--- config.mk ---
export PLATFORM = sky130hd
export DESIGN_NAME = hamm_scrub_ctrl
export DESIGN_NICKNAME = d
export VERILOG_FILES = /design/src/rtl/hamm_scrub_ctrl.sv
export SDC_FILE = /design/constraint.sdc
export NUM_CORES = 1
export LEC_CHECK = 0
export ABC_AREA = 1
export CAP_MARGIN = 20
export CORE_UTILIZATION = 48
export DETAILED_ROUTE_END_ITERATION = 16
export PLACE_DENSITY_LB_ADDON = 0.2
export SYNTH_ARGS = -nofsm -noshare
export SYNTH_HDL_FRONTEND = slang
export SYNTH_SLANG_ARGS = --single-unit
--- constraint.sdc ---
create_clock -name clk -period 1.6 [get_ports clk]
set_clock_uncertainty 0.05 [all_clocks]
set_input_delay 0.24 -clock clk [delete_from_list [all_inputs] [get_ports clk]]
set_output_delay 0.24 -clock clk [all_outputs]
set_load 0.03 [all_outputs]
--- src/rtl/hamm_scrub_ctrl.sv ---
// Access sequencer for a Hamming(12,8) protected memory: host port plus a
// background scrub engine that writes back bytes the decoder reports as corrected.
module hamm_scrub_ctrl #(
   parameter int ADDR_W       = 4,
   parameter int DATA_W       = 8,
   parameter int SCRUB_PERIOD = 64,
   parameter int RD_LAT       = 1
) (
   input  logic              clk,
   input  logic              clr,
   input  logic              host_req,
   input  logic              host_wr,
   input  logic [ADDR_W-1:0] host_add,
   input  logic [DATA_W-1:0] host_din,
   output logic              host_ack,
   output logic [DATA_W-1:0] host_dout,
   output logic              host_err,
   input  logic              scrub_en,
   output logic              mem_en,
   output logic              mem_red_wr,
   output logic [ADDR_W-1:0] mem_add,
   output logic [DATA_W-1:0] mem_din,
   input  logic [DATA_W-1:0] dec_data,
   input  logic              dec_err,
   output logic              scrub_busy,
   output logic [7:0]        scrub_fix_cnt,
   output logic              scrub_pass
);

   typedef enum logic [2:0] {
      IDLE, H_WR, H_RD, H_WAIT, H_WB, S_RD, S_WAIT, S_WB
   } state_t;

   localparam logic [15:0]       RELOAD  = 16'(SCRUB_PERIOD - 1);
   localparam logic [1:0]        LAT_M1  = 2'(RD_LAT - 1);
   localparam logic [ADDR_W-1:0] PTR_MAX = '1;

   state_t              state_q, state_d;
   logic [1:0]          lat_q, lat_d;
   logic [ADDR_W-1:0]   h_add_q, h_add_d;
   logic [ADDR_W-1:0]   ptr_q, ptr_d;
   logic [15:0]         timer_q, timer_d;
   logic                pending_q, pending_d;
   logic [7:0]          fix_q, fix_d;
   logic                host_ack_q, host_ack_d;
   logic [DATA_W-1:0]   host_dout_q, host_dout_d;
   logic                host_err_q, host_err_d;
   logic                mem_en_q, mem_en_d;
   logic                mem_red_wr_q, mem_red_wr_d;
   logic [ADDR_W-1:0]   mem_add_q, mem_add_d;
   logic [DATA_W-1:0]   mem_din_q, mem_din_d;
   logic                busy_q, busy_d;
   logic                pass_q, pass_d;

   always_comb begin
      state_d      = state_q;
      lat_d        = lat_q;
      h_add_d      = h_add_q;
      ptr_d        = ptr_q;
      timer_d      = timer_q;
      pending_d    = pending_q;
      fix_d        = fix_q;
      host_ack_d   = 1'b0;
      host_dout_d  = host_dout_q;
      host_err_d   = host_err_q;
      mem_en_d     = 1'b0;
      mem_red_wr_d = 1'b0;
      mem_add_d    = mem_add_q;
      mem_din_d    = mem_din_q;
      pass_d       = 1'b0;

      // An expiry while a step is already pending is dropped, not queued.
      if (!scrub_en) begin
         timer_d   = RELOAD;
         pending_d = 1'b0;
      end else if (timer_q == 16'd0) begin
         timer_d   = RELOAD;
         pending_d = 1'b1;
      end else begin
         timer_d = timer_q - 16'd1;
      end

      case (state_q)
         IDLE: begin
            if (host_req && !host_ack_q) begin
               h_add_d   = host_add;
               mem_en_d  = 1'b1;
               mem_add_d = host_add;
               if (host_wr) begin
                  state_d      = H_WR;
                  mem_red_wr_d = 1'b1;
                  mem_din_d    = host_din;
               end else begin
                  state_d = H_RD;
               end
            end else if (pending_q && scrub_en) begin
               state_d   = S_RD;
               pending_d = 1'b0;
               mem_en_d  = 1'b1;
               mem_add_d = ptr_q;
            end
         end
         H_WR: begin
            state_d    = IDLE;
            host_ack_d = 1'b1;
         end
         H_RD: begin
            state_d = H_WAIT;
            lat_d   = LAT_M1;
         end
         H_WAIT: begin
            if (lat_q == 2'd0) begin
               host_dout_d = dec_data;
               host_err_d  = dec_err;
               if (dec_err) begin
                  state_d      = H_WB;
                  mem_en_d     = 1'b1;
                  mem_red_wr_d = 1'b1;
                  mem_add_d    = h_add_q;
                  mem_din_d    = dec_data;
               end else begin
                  state_d    = IDLE;
                  host_ack_d = 1'b1;
               end
            end else begin
               lat_d = lat_q - 2'd1;
            end
         end
         H_WB: begin
            if (fix_q != 8'hFF) fix_d = fix_q + 8'd1;
            state_d    = IDLE;
            host_ack_d = 1'b1;
         end
         S_RD: begin
            state_d = S_WAIT;
            lat_d   = LAT_M1;
         end
         S_WAIT: begin
            if (lat_q == 2'd0) begin
               if (dec_err) begin
                  state_d      = S_WB;
                  mem_en_d     = 1'b1;
                  mem_red_wr_d = 1'b1;
                  mem_add_d    = ptr_q;
                  mem_din_d    = dec_data;
               end else begin
                  state_d = IDLE;
                  ptr_d   = ptr_q + 1'b1;
                  pass_d  = (ptr_q == PTR_MAX);
               end
            end else begin
               lat_d = lat_q - 2'd1;
            end
         end
         S_WB: begin
            if (fix_q != 8'hFF) fix_d = fix_q + 8'd1;
            state_d = IDLE;
            ptr_d   = ptr_q + 1'b1;
            pass_d  = (ptr_q == PTR_MAX);
         end
         default: state_d = IDLE;
      endcase

      busy_d = (state_d == S_RD) || (state_d == S_WAIT) || (state_d == S_WB);
   end

   always_ff @(posedge clk or negedge clr) begin
      if (!clr) begin
         state_q      <= IDLE;
         lat_q        <= 2'd0;
         h_add_q      <= '0;
         ptr_q        <= '0;
         timer_q      <= RELOAD;
         pending_q    <= 1'b0;
         fix_q        <= 8'd0;
         host_ack_q   <= 1'b0;
         host_dout_q  <= '0;
         host_err_q   <= 1'b0;
         mem_en_q     <= 1'b0;
         mem_red_wr_q <= 1'b0;
         mem_add_q    <= '0;
         mem_din_q    <= '0;
         busy_q       <= 1'b0;
         pass_q       <= 1'b0;
      end else begin
         state_q      <= state_d;
         lat_q        <= lat_d;
         h_add_q      <= h_add_d;
         ptr_q        <= ptr_d;
         timer_q      <= timer_d;
         pending_q    <= pending_d;
         fix_q        <= fix_d;
         host_ack_q   <= host_ack_d;
         host_dout_q  <= host_dout_d;
         host_err_q   <= host_err_d;
         mem_en_q     <= mem_en_d;
         mem_red_wr_q <= mem_red_wr_d;
         mem_add_q    <= mem_add_d;
         mem_din_q    <= mem_din_d;
         busy_q       <= busy_d;
         pass_q       <= pass_d;
      end
   end

   assign host_ack      = host_ack_q;
   assign host_dout     = host_dout_q;
   assign host_err      = host_err_q;
   assign mem_en        = mem_en_q;
   assign mem_red_wr    = mem_red_wr_q;
   assign mem_add       = mem_add_q;
   assign mem_din       = mem_din_q;
   assign scrub_busy    = busy_q;
   assign scrub_fix_cnt = fix_q;
   assign scrub_pass    = pass_q;

endmodule

==> impl_results.md, run 1 <==
- Largest net degree at the start of global routing: 65
- Starting Density: 49.5%
- Height of the die: 85.4 µm
- Worst-Margin Slew: 0.386 ns
- CTS Buf Count: 9
- Pre-CTS setup slack: -0.0181 ns
- Endpoint type of the worst setup path: register
- Terminus of the critical flop-to-flop path: host_dout[2]$_DFFE_PN0P_
- Clock Tree Buf Depth: 2
- Post-synth top area share: 43.4%
- Wirelength, routed: 7400 µm
- Layout cell share with drive strength beyond 1: 13.4%
- Die W: 85.4 µm
- TritonCTS clock tree: yes
- Final worst path period share: 96.5%
- Clock Sinks: between 60 and 70
- Final Hold Vio Count: 0
- CP Max Fanout: 17
- Final setup margin: 0.0564 ns
- Vias per cell: a little under 5
- Final setup vio count: 0
- Syn-to-layout area delta: 30.0%
- RD Place Congestion: 0.879
- Antenna violations before repair: 0
- CTS H-tree lvls: 3
- First-pass GRT wire length: 12,700 µm
- R2R Path Start: state_q[2]$_DFF_PN0_
- Mapped Area: about 0.0033 mm²
- Highest clock rate: between 600 and 700 MHz
- # port buffers: 59
- Gr ovfl total: 0
- CTS clock-pin slew for the worst setup and hold paths: around 0.07 ns
- Routed wire per std cell: approximately 12 µm
- Ant. Diodes: 0
- I/O pin cnt: 60
- Worst skew pair latency: 0.34 ns
- P_leak: 2.32 nW
- Dpl hpwl: 5340 µm
- Worst hold slack: 0.366 ns
- Die ar.: roughly 0.0073 mm²
- FF+latch count, synth: 64
- Synth top area cells: dfrtp_1 (43%), nand2_1 (16%), inv_1 (7.4%)
- Worst R2R Path Depth: 7
- Setup repair after global routing missed its margin: yes
- Largest area contributor in the netlist: dfrtp_1
- Mapped Cells: 440
- Max-slew violations: 0
- GRT Total Usage: 22.2%
- Worst slew margin: between 70% and 80%
- Yosys warns: 0
- Post-route design area: 0.00435 mm²
- DRC violations left: 0
- Post-synthesis sequential area ratio: 48.1%
- Routed Antenna Nets: 0
- FF-to-FF setup slack: about 0.056 ns
- Yosys cell types: 27
- Core box area: 0.00676 mm²
- Root Driver: clkbuf_8
- DRT iter0 DRCs: 80
- Worst setup SP type: register
- Pwr Density: 1610 mW/mm²
- Row count: 30
- Max Cap Viol: 0
- Final nets: around 560
- CP Data Required Time: 1.77 ns
- Vias in the first global route: ~3,000
- Number of fillers in the final layout: 600
- Design Power: 6.99 mW
- Vias: 2,984
- Min-delay worst type: in -> async
- Post-placement cell area: 0.00418 mm²
- Max rail drop VDD: 1.07 mV
- WP data arrival: 1.71 ns
- Status: finished, final reports clean
- Syn_nets: 472
- Minimum clock period: ~1.5 ns
- DR pass1 iterations: 4
- Syn_area_per_cell: approximately 7.6 µm²
- Crit Path Category: reg -> reg
-- report_power, final --
part,switching [mW],internal (mW),total [mW],leakage [nW]
sequential,0.386,2.13,2.51,0.811
clock,0.604,0.633,1.24,0.0882
combinational,2.05,1.19,3.24,1.42
-- worst max-delay path, cell delays in order (launching register included) --
cell     delay (ns)
dfrtp_2        0.49
buf_12         0.16
nor2_8         0.16
inv_2          0.08
nor2_1         0.15
inv_2          0.16
nand2_1        0.10
o21ai_1        0.06
-- worst max-delay path by stage --
stage	start	to	slack (ns)	cells after the start
2_1_floorplan	timer_q[0]$_DFF_PN1_	timer_q[14]$_DFF_PN0_	0.09	10
3_3_place_gp	host_req	mem_din[1]$_DFFE_PN0P_	0.03	8
3_5_place_dp	host_req	mem_din[1]$_DFFE_PN0P_	-0.02	8
4_1_cts	state_q[2]$_DFF_PN0_	scrub_fix_cnt[5]$_DFFE_PN0P_	0.004	7
5_1_grt	state_q[2]$_DFF_PN0_	host_dout[1]$_DFFE_PN0P_	-0.02	7
6_report	state_q[2]$_DFF_PN0_	host_dout[2]$_DFFE_PN0P_	0.06	7
-- cell families after synthesis --
| logic type | Yosys count | synth area share, % |
|---|---|---|
| adder cells (fa/ha/maj) | 6 | 2.25 |
| flip-flops | 64 | 48.1 |
| buffers and inverters | 78 | 9.40 |
| AND/OR/NAND/NOR | 225 | 28.4 |
| AO/OA/AOI/OAI | 56 | 8.91 |
| XOR/XNOR | 11 | 2.88 |
-- per-layer routing --
layer	share of wire, %	global-route usage, %	vias up
met2	50	38.0	52
met5	0	0	-
li1	-	-	1526
met3	3.7	5.06	13
met1	45	27.2	1393
met4	1.9	8.79	0
-- through the flow --
step | setup TNS [ns] | std cells | util [%]
4_1_cts | 0 | 609 | 63.9
6_report | 0 | 610 | 64.3
5_1_grt | -0.106 | 610 | 64.3
3_5_place_dp | -0.0348 | 593 | 61.8
3_3_place_gp | 0 | 593 | 61.8
2_1_floorplan | 0 | 440 | -
-- flip-flops by register name (all words and copies together) (netlist names) --
register,flops
mem_din,8
scrub_pass,1
mem_add,4
state_q,3
host_dout,8
mem_en,1
timer_q,16
host_err,1
pending_q,1
host_ack,1
scrub_busy,1
mem_red_wr,1
lat_q,2
scrub_fix_cnt,8
h_add_q,4
ptr_q,4
-- what timing repair did --
item / 4_1_cts / 5_1_grt
hold endpoints to repair: 58 / 0
pin swaps: 0 / 1
endpoints found under the setup margin: 34 / 33
setup buffers: 0 / 1
hold buffers: 1 / 0
resized for setup: 34 / 13
-- cell usage after synthesis --
cell,n
nand2_4,2
nand2_2,2
nor3_1,7
nor2_1,43
o21ai_2,1
o21ai_0,27
dfrtp_1,58
nand3b_1,1
o21ai_1,16
o21ai_4,1
nor2_2,3
ha_1,6
nand3_1,22
xnor2_1,4
inv_1,66
nand3_4,1
or2_2,1
nor2_8,1
nand4_1,2
inv_2,5
xor2_1,7
o31ai_1,1
buf_2,5
a21oi_1,10
nand2_1,140
buf_6,2
dfstp_2,6
-- cell usage in the layout (no fill, tap or decap), types with 3 or more instances in the layout --
master / Yosys / routed
buf_4: 0 / 18
nor2_1: 43 / 41
nand2_1: 140 / 140
ha_1: 6 / 4
o21ai_0: 27 / 26
dfrtp_1: 58 / 55
o21ai_1: 16 / 17
clkdlybuf4s50_1: 0 / 24
nand3_1: 22 / 22
inv_1: 66 / 63
nor3_1: 7 / 6
buf_12: 0 / 3
dfstp_2: 6 / 6
nor2_2: 3 / 5
dfrtp_2: 0 / 3
xnor2_1: 4 / 4
dlygate4sd2_1: 0 / 34
inv_2: 5 / 8
xor2_1: 7 / 7
clkbuf_8: 0 / 11
a21oi_1: 10 / 10
-- layout make-up --
type / count / area (µm²) / share of cell area, %
Sequential cell: 64 / 1610 / 37.1
Inverter: 71 / 267 / 6.13
Clock buffer: 12 / 155 / 3.57
Clock inverter: 3 / 17.5 / 0.403
Multi-Input combinational cell: 298 / 1430 / 33.0
Timing Repair Buffer: 82 / 759 / 17.5
Tap cell: 80 / 100 / 2.30
Power figures use the tool's default switching activity.
==> inputs of run 2 (changes only) <==
Settings changed: GPL_TIMING_DRIVEN set to 0, SLEW_MARGIN set to 30.
==> impl_results.md, run 2 (synthesis results as in run 1) <==
- CP Max Fanout: 8
- Worst slew margin: between 70% and 80%
- Vias: 2,978
- Antenna violations before repair: 0
- Final setup margin: 0.0342 ns
- Row count: 30
- Top cell by count, worst path: buf_6
- Finished Layout Cells: just over 600
- Clock Sinks: 64
- Post-placement cell area: 0.00405 mm²
- Max Cap Viol: 0
- Height of the die: approximately 85 µm
- Starting Density: around half
- Highest clock rate: 639 MHz
- Largest net degree at the start of global routing: 40
- Endpoint type of the worst setup path: register
- Util after Layout: 66.1%
- Pwr Density: approximately 1700 mW/mm²
- Die ar.: 0.00730 mm²
- Setup repair after global routing missed its margin: yes
- Min-delay worst type: in -> async
- CTS Buf Count: 9
- Max stage delay cell, worst path: dfrtp_1
- DRT iter0 DRCs: about 150
- Final nets: 559
- Vias in the first global route: between 2,000 and 3,000
- Max-slew violations: 0
- Worst-path cell chain: buf_6, nor2_4, nand2_2, nor2_2, inv_2, o21ai_4, buf_6, nand2_1, o21ai_2
- Crit Path Category: reg -> reg
- Core box area: between 0.006 and 0.007 mm²
- Final setup vio count: 0
- Routed Antenna Nets: 0
- DR pass1 iterations: 4
- Fin Setup TNS: 0 ns
- Dpl hpwl: 5340 µm
- Largest register FFs: 16
- # port buffers: just under 60
- Pre-CTS setup slack: -0.163 ns
- Layout cell share with drive strength beyond 1: 16.6%
- Worst setup SP type: register
- Die W: 85.4 µm
- Syn-to-layout area delta: 33.7%
- Most common cell after layout, fill and taps aside: nand2_1
- DRC violations left: 0
- Status: finished, final reports clean
- CTS H-tree lvls: 3
- Placed Instances: 580
- Worst skew pair latency: 0.34 ns
- I/O pin cnt: 60
- Vias per cell: 4.87
- Gr ovfl total: 0
- CP Data Required Time: 1.81 ns
- Wirelength, routed: 7640 µm
- Root Driver: clkbuf_8
- Max rail drop VDD: 0.915 mV
- Post-route design area: approximately 0.0045 mm²
- CTS clock-pin slew for the worst setup and hold paths: 0.08 ns
- Clock Tree Buf Depth: 2
- TritonCTS clock tree: yes
- Worst path max stage delay: 0.37 ns
- P_leak: 2.37 nW
- Final Hold Vio Count: 0
- RD Place Congestion: 0.862
- GRT Total Usage: 22.2%
- Final worst path period share: 97.9%
- Reg with most FFs: timer_q
- Minimum clock period: 1.57 ns
- Ant. Diodes: 0
- Most frequent cells in the layout: nand2_1 (132), inv_1 (61), dfrtp_1 (56), nor2_1 (39), dlygate4sd2_1 (34)
- Routed wire per std cell: 12.5 µm
- First-pass GRT wire length: approximately 13,000 µm
- WP data arrival: 1.77 ns
- Worst-Margin Slew: 0.375 ns
run 2: changes by cell type in the layout (fill, tap and decap cells not counted), moves of 4 or more:
cell and delta:
o21ai_2 +7, buf_4 -4, nand2_2 +7, buf_6 +5, nand2_1 -8, o21ai_1 -5
run 2: worst max-delay path, delay by kind of cell, from the launching register on:
kind	cells	cell delay, ns
compound gates	2	0.33
buf+inv	3	0.35
flops	1	0.37
simple gates	4	0.39
run 2: worst paths after layout:
path | from | to | slack (ns) | depth (start not counted)
max | state_q[2]$_DFF_PN0_ | mem_din[4]$_DFFE_PN0P_ | 0.03 | 9
min | clr | timer_q[9]$_DFF_PN0_ | 0.30 | 2
max reg2reg | state_q[2]$_DFF_PN0_ | mem_din[4]$_DFFE_PN0P_ | 0.03 | 9
min reg2reg | timer_q[0]$_DFF_PN1_ | timer_q[0]$_DFF_PN1_ | 0.41 | 1
max in group asynchronous | clr | timer_q[3]$_DFF_PN1_ | 0.63 | 3
min in group clk | timer_q[0]$_DFF_PN1_ | timer_q[0]$_DFF_PN1_ | 0.41 | 1
run 2: per-stage QoR:
stage	power, mW	hold WS, ns
after floorplan	4.63	-0.106
after global routing	8.08	0.313
after global placement	5.77	0.388
final	7.54	0.299
after detailed placement	5.85	0.126
after CTS	7.25	0.306
run 2: metal layers:
layer  global-route usage [%]  wire length (µm)  part of all wire (%)  vias up
met5                        0                 0                     0        -
met4                     6.52               110                   1.4        0
met3                     6.03               301                   3.9       10
met2                     37.6              3820                    50       61
met1                     28.0              3410                    45     1375
li1                         -                 -                     -     1532
run 2: cell type report:
cell class	count	area, µm²
Clock inverter	3	65.1
Tap cell	80	100
Timing Repair Buffer	76	709
Buffer	7	61.3
Inverter	71	272
Sequential cell	64	1610
Multi-Input combinational cell	298	1490
Fill cell	580	2290
Clock buffer	12	155
run 2: power breakdown:
group / internal, mW / leakage, nW / switching, mW
combinational: 1.30 / 1.44 / 2.20
clock: 0.953 / 0.112 / 0.599
sequential: 2.13 / 0.813 / 0.358
run 2: repair_timing:
item	in CTS	in global routing
buffers inserted	2	11
gates resized for setup	45	36
pin swaps	1	9
cloned	1	1
endpoints found under the setup margin	52	43
hold endpoints to repair	23	0
hold buffers	1	0
==> inputs of run 3 (changes only) <==
Settings changed: CORE_UTILIZATION 48 to 50, SETUP_SLACK_MARGIN set to 0.2.
Clock period 1.6 ns to 1.56 ns, I/O delays scaled along.
==> impl_results.md, run 3 (synthesis results as in run 1) <==
- Worst-path cell chain: inv_4, nand3_4, inv_4, nor2_4, buf_6, nand2_1, o21ai_1, nand2_4, o21ai_4
- Placed Instances: 577
- Final setup margin: -0.000783 ns
- CP Max Fanout: 5
- Endpoint type of the worst setup path: register
- Antenna violations before repair: 0
- Post-placement cell area: 0.00411 mm²
- # port buffers: 59
- Terminus of the critical flop-to-flop path: mem_din[2]$_DFFE_PN0P_
- Top cell by count, worst path: inv_4
- Worst-Margin Slew: 0.314 ns
- M1 wire length: roughly 3900 µm
- Most common cell after layout, fill and taps aside: nand2_1
- GRT Total Usage: 25.6%
- Largest net degree at the start of global routing: slightly above 50
- Largest register FFs: 16
- Final Hold Vio Count: 0
- Worst R2R Path Depth: 9
- Ant. Diodes: 0
- Fin Setup TNS: -0.000783 ns
- End of the critical path: mem_din[2]$_DFFE_PN0P_
- CP Data Required Time: 1.77 ns
- Number of fillers in the final layout: 388
- TritonCTS clock tree: yes
- Dpl hpwl: 5330 µm
- Final nets: between 500 and 600
- Pwr Density: between 1500 and 2000 mW/mm²
- Pre-CTS setup slack: -0.225 ns
- Worst slew margin: 79.0%
- Max stage delay cell, worst path: dfrtp_2
- Die ar.: roughly 0.007 mm²
- RD Place Congestion: 0.879
- First-pass GRT wire length: 14,100 µm
- Crit Path Category: reg -> reg
- Finished Layout Cells: 640
- DR pass1 iterations: 4
- Wirelength, routed: between 9000 and 10,000 µm
- Core box area: 0.00639 mm²
- Cell family with most CP delay: simple AND/OR/NAND/NOR gates
- Status: finished with violations
- CP startpoint: state_q[0]$_DFF_PN0_
- Buf/Inv on CP: 3
- Worst setup SP type: register
- CTS H-tree lvls: 3
- WP data arrival: 1.77 ns
- Worst path max stage delay: 0.45 ns
- Starting Density: a little over half
- Final setup vio count: 1
- I/O pin cnt: 60
- Die W: 83.8 µm
- Clock Sinks: 64
- Routed Antenna Nets: 0
- Max Cap Viol: 0
- Post-route design area: 0.00518 mm²
- Final worst path period share: 100%
- DRC violations left: 0
- Most frequent cells in the layout: nand2_1 (101), inv_1 (52), dfrtp_1 (51), nand2_2 (32), buf_4 (29)
- Row count: 29
- Vias in the first global route: 3,219
- Highest clock rate: 641 MHz
- Minimum clock period: 1.56 ns
- CTS clock-pin slew for the worst setup and hold paths: roughly 0.08 ns
- Reg with most FFs: timer_q
- Failing checks: negative setup slack
- Max layer used: met4
- Layout cell share with drive strength beyond 1: 42.5%
- WL met3: 449 µm
- CTS Buf Count: 9
- DRT iter0 DRCs: around 150
- Detailed route wirelength on metal2: between 5000 and 6000 µm
- Max-slew violations: 0
- Clock Tree Buf Depth: 2
- Setup repair after global routing missed its margin: yes
- Worst skew pair latency: 0.34 ns
- Height of the die: 83.8 µm
- Max rail drop VDD: 1.31 mV
- FF-to-FF setup slack: -0.0008 ns
- Syn-to-layout area delta: 54.9%
- Root Driver: clkbuf_8
- R2R Path Start: state_q[0]$_DFF_PN0_
- Routed wire per std cell: 15.5 µm
- Vias: 3,356
- P_leak: 2.56 nW
- Gr ovfl total: 0
- Min-delay worst type: in -> async
- Crit. path cell count: 9
- Vias per cell: around 5.2
[run 3: cell types whose count changed in the layout (fill, tap and decap cells not counted), sizes merged]
cell,delta
clkinvlp,+1
clkbuf,+9
dlygate4sd2,-33
clkinv,+2
bufinv,-1
clkdlybuf4s15,+17
buf,+37
[run 3: power breakdown]
part,switching [mW],leakage [nW],internal (mW)
Sequential,0.455,0.806,2.19
Clock,0.647,0.0993,0.779
Combinational,2.79,1.66,1.85
Total,3.89,2.56,4.82
[run 3: routing by layer]
| metal | vias up | global-route usage [%] |
|---|---|---|
| met1 | 1615 | 30.6 |
| met4 | 0 | 14.0 |
| met5 | - | 0 |
| met2 | 110 | 43.4 |
| li1 | 1598 | - |
| met3 | 33 | 4.85 |
[run 3: worst min path at each step]
stage | start | depth (start not counted) | slack [ns] | endpoint
3_5_place_dp | clr | 1 | 0.06 | timer_q[9]$_DFF_PN0_
3_3_place_gp | timer_q[0]$_DFF_PN1_ | 1 | 0.39 | timer_q[0]$_DFF_PN1_
6_report | clr | 2 | 0.24 | scrub_fix_cnt[5]$_DFFE_PN0P_
5_1_grt | clr | 2 | 0.26 | scrub_fix_cnt[5]$_DFFE_PN0P_
4_1_cts | clr | 2 | 0.24 | scrub_fix_cnt[2]$_DFFE_PN0P_
2_1_floorplan | clr | 0 | -0.11 | h_add_q[0]$_DFFE_PN0P_
[run 3: what timing repair did]
action	CTS	global route
pin swaps	23	29
hold endpoints to repair	18	0
endpoints found under the setup margin	86	77
resized for setup	172	119
hold buffers	1	0
setup buffers	26	16
cloned	3	1
[run 3: final cells by class]
class | instances | area (µm²) | area share, %
tap | 77 | 96.3 | 1.86
multi-input combinational | 298 | 1890 | 36.5
timing repair buffer | 107 | 998 | 19.3
inverter | 71 | 297 | 5.73
clock buffer | 11 | 141 | 2.73
buffer | 7 | 78.8 | 1.52
clock inverter | 5 | 56.3 | 1.09
sequential | 64 | 1620 | 31.2
[run 3: per-stage QoR]
| step | util (%) | hold WS, ns | total power [mW] |
|---|---|---|---|
| 4_1_cts | 74.8 | 0.236 | 7.90 |
| 6_report | 81.1 | 0.237 | 8.71 |
| 3_3_place_gp | 64.0 | 0.395 | 5.96 |
| 5_1_grt | 81.1 | 0.260 | 9.17 |
| 3_5_place_dp | 64.4 | 0.0589 | 6.05 |
| 2_1_floorplan | - | -0.112 | 4.81 |
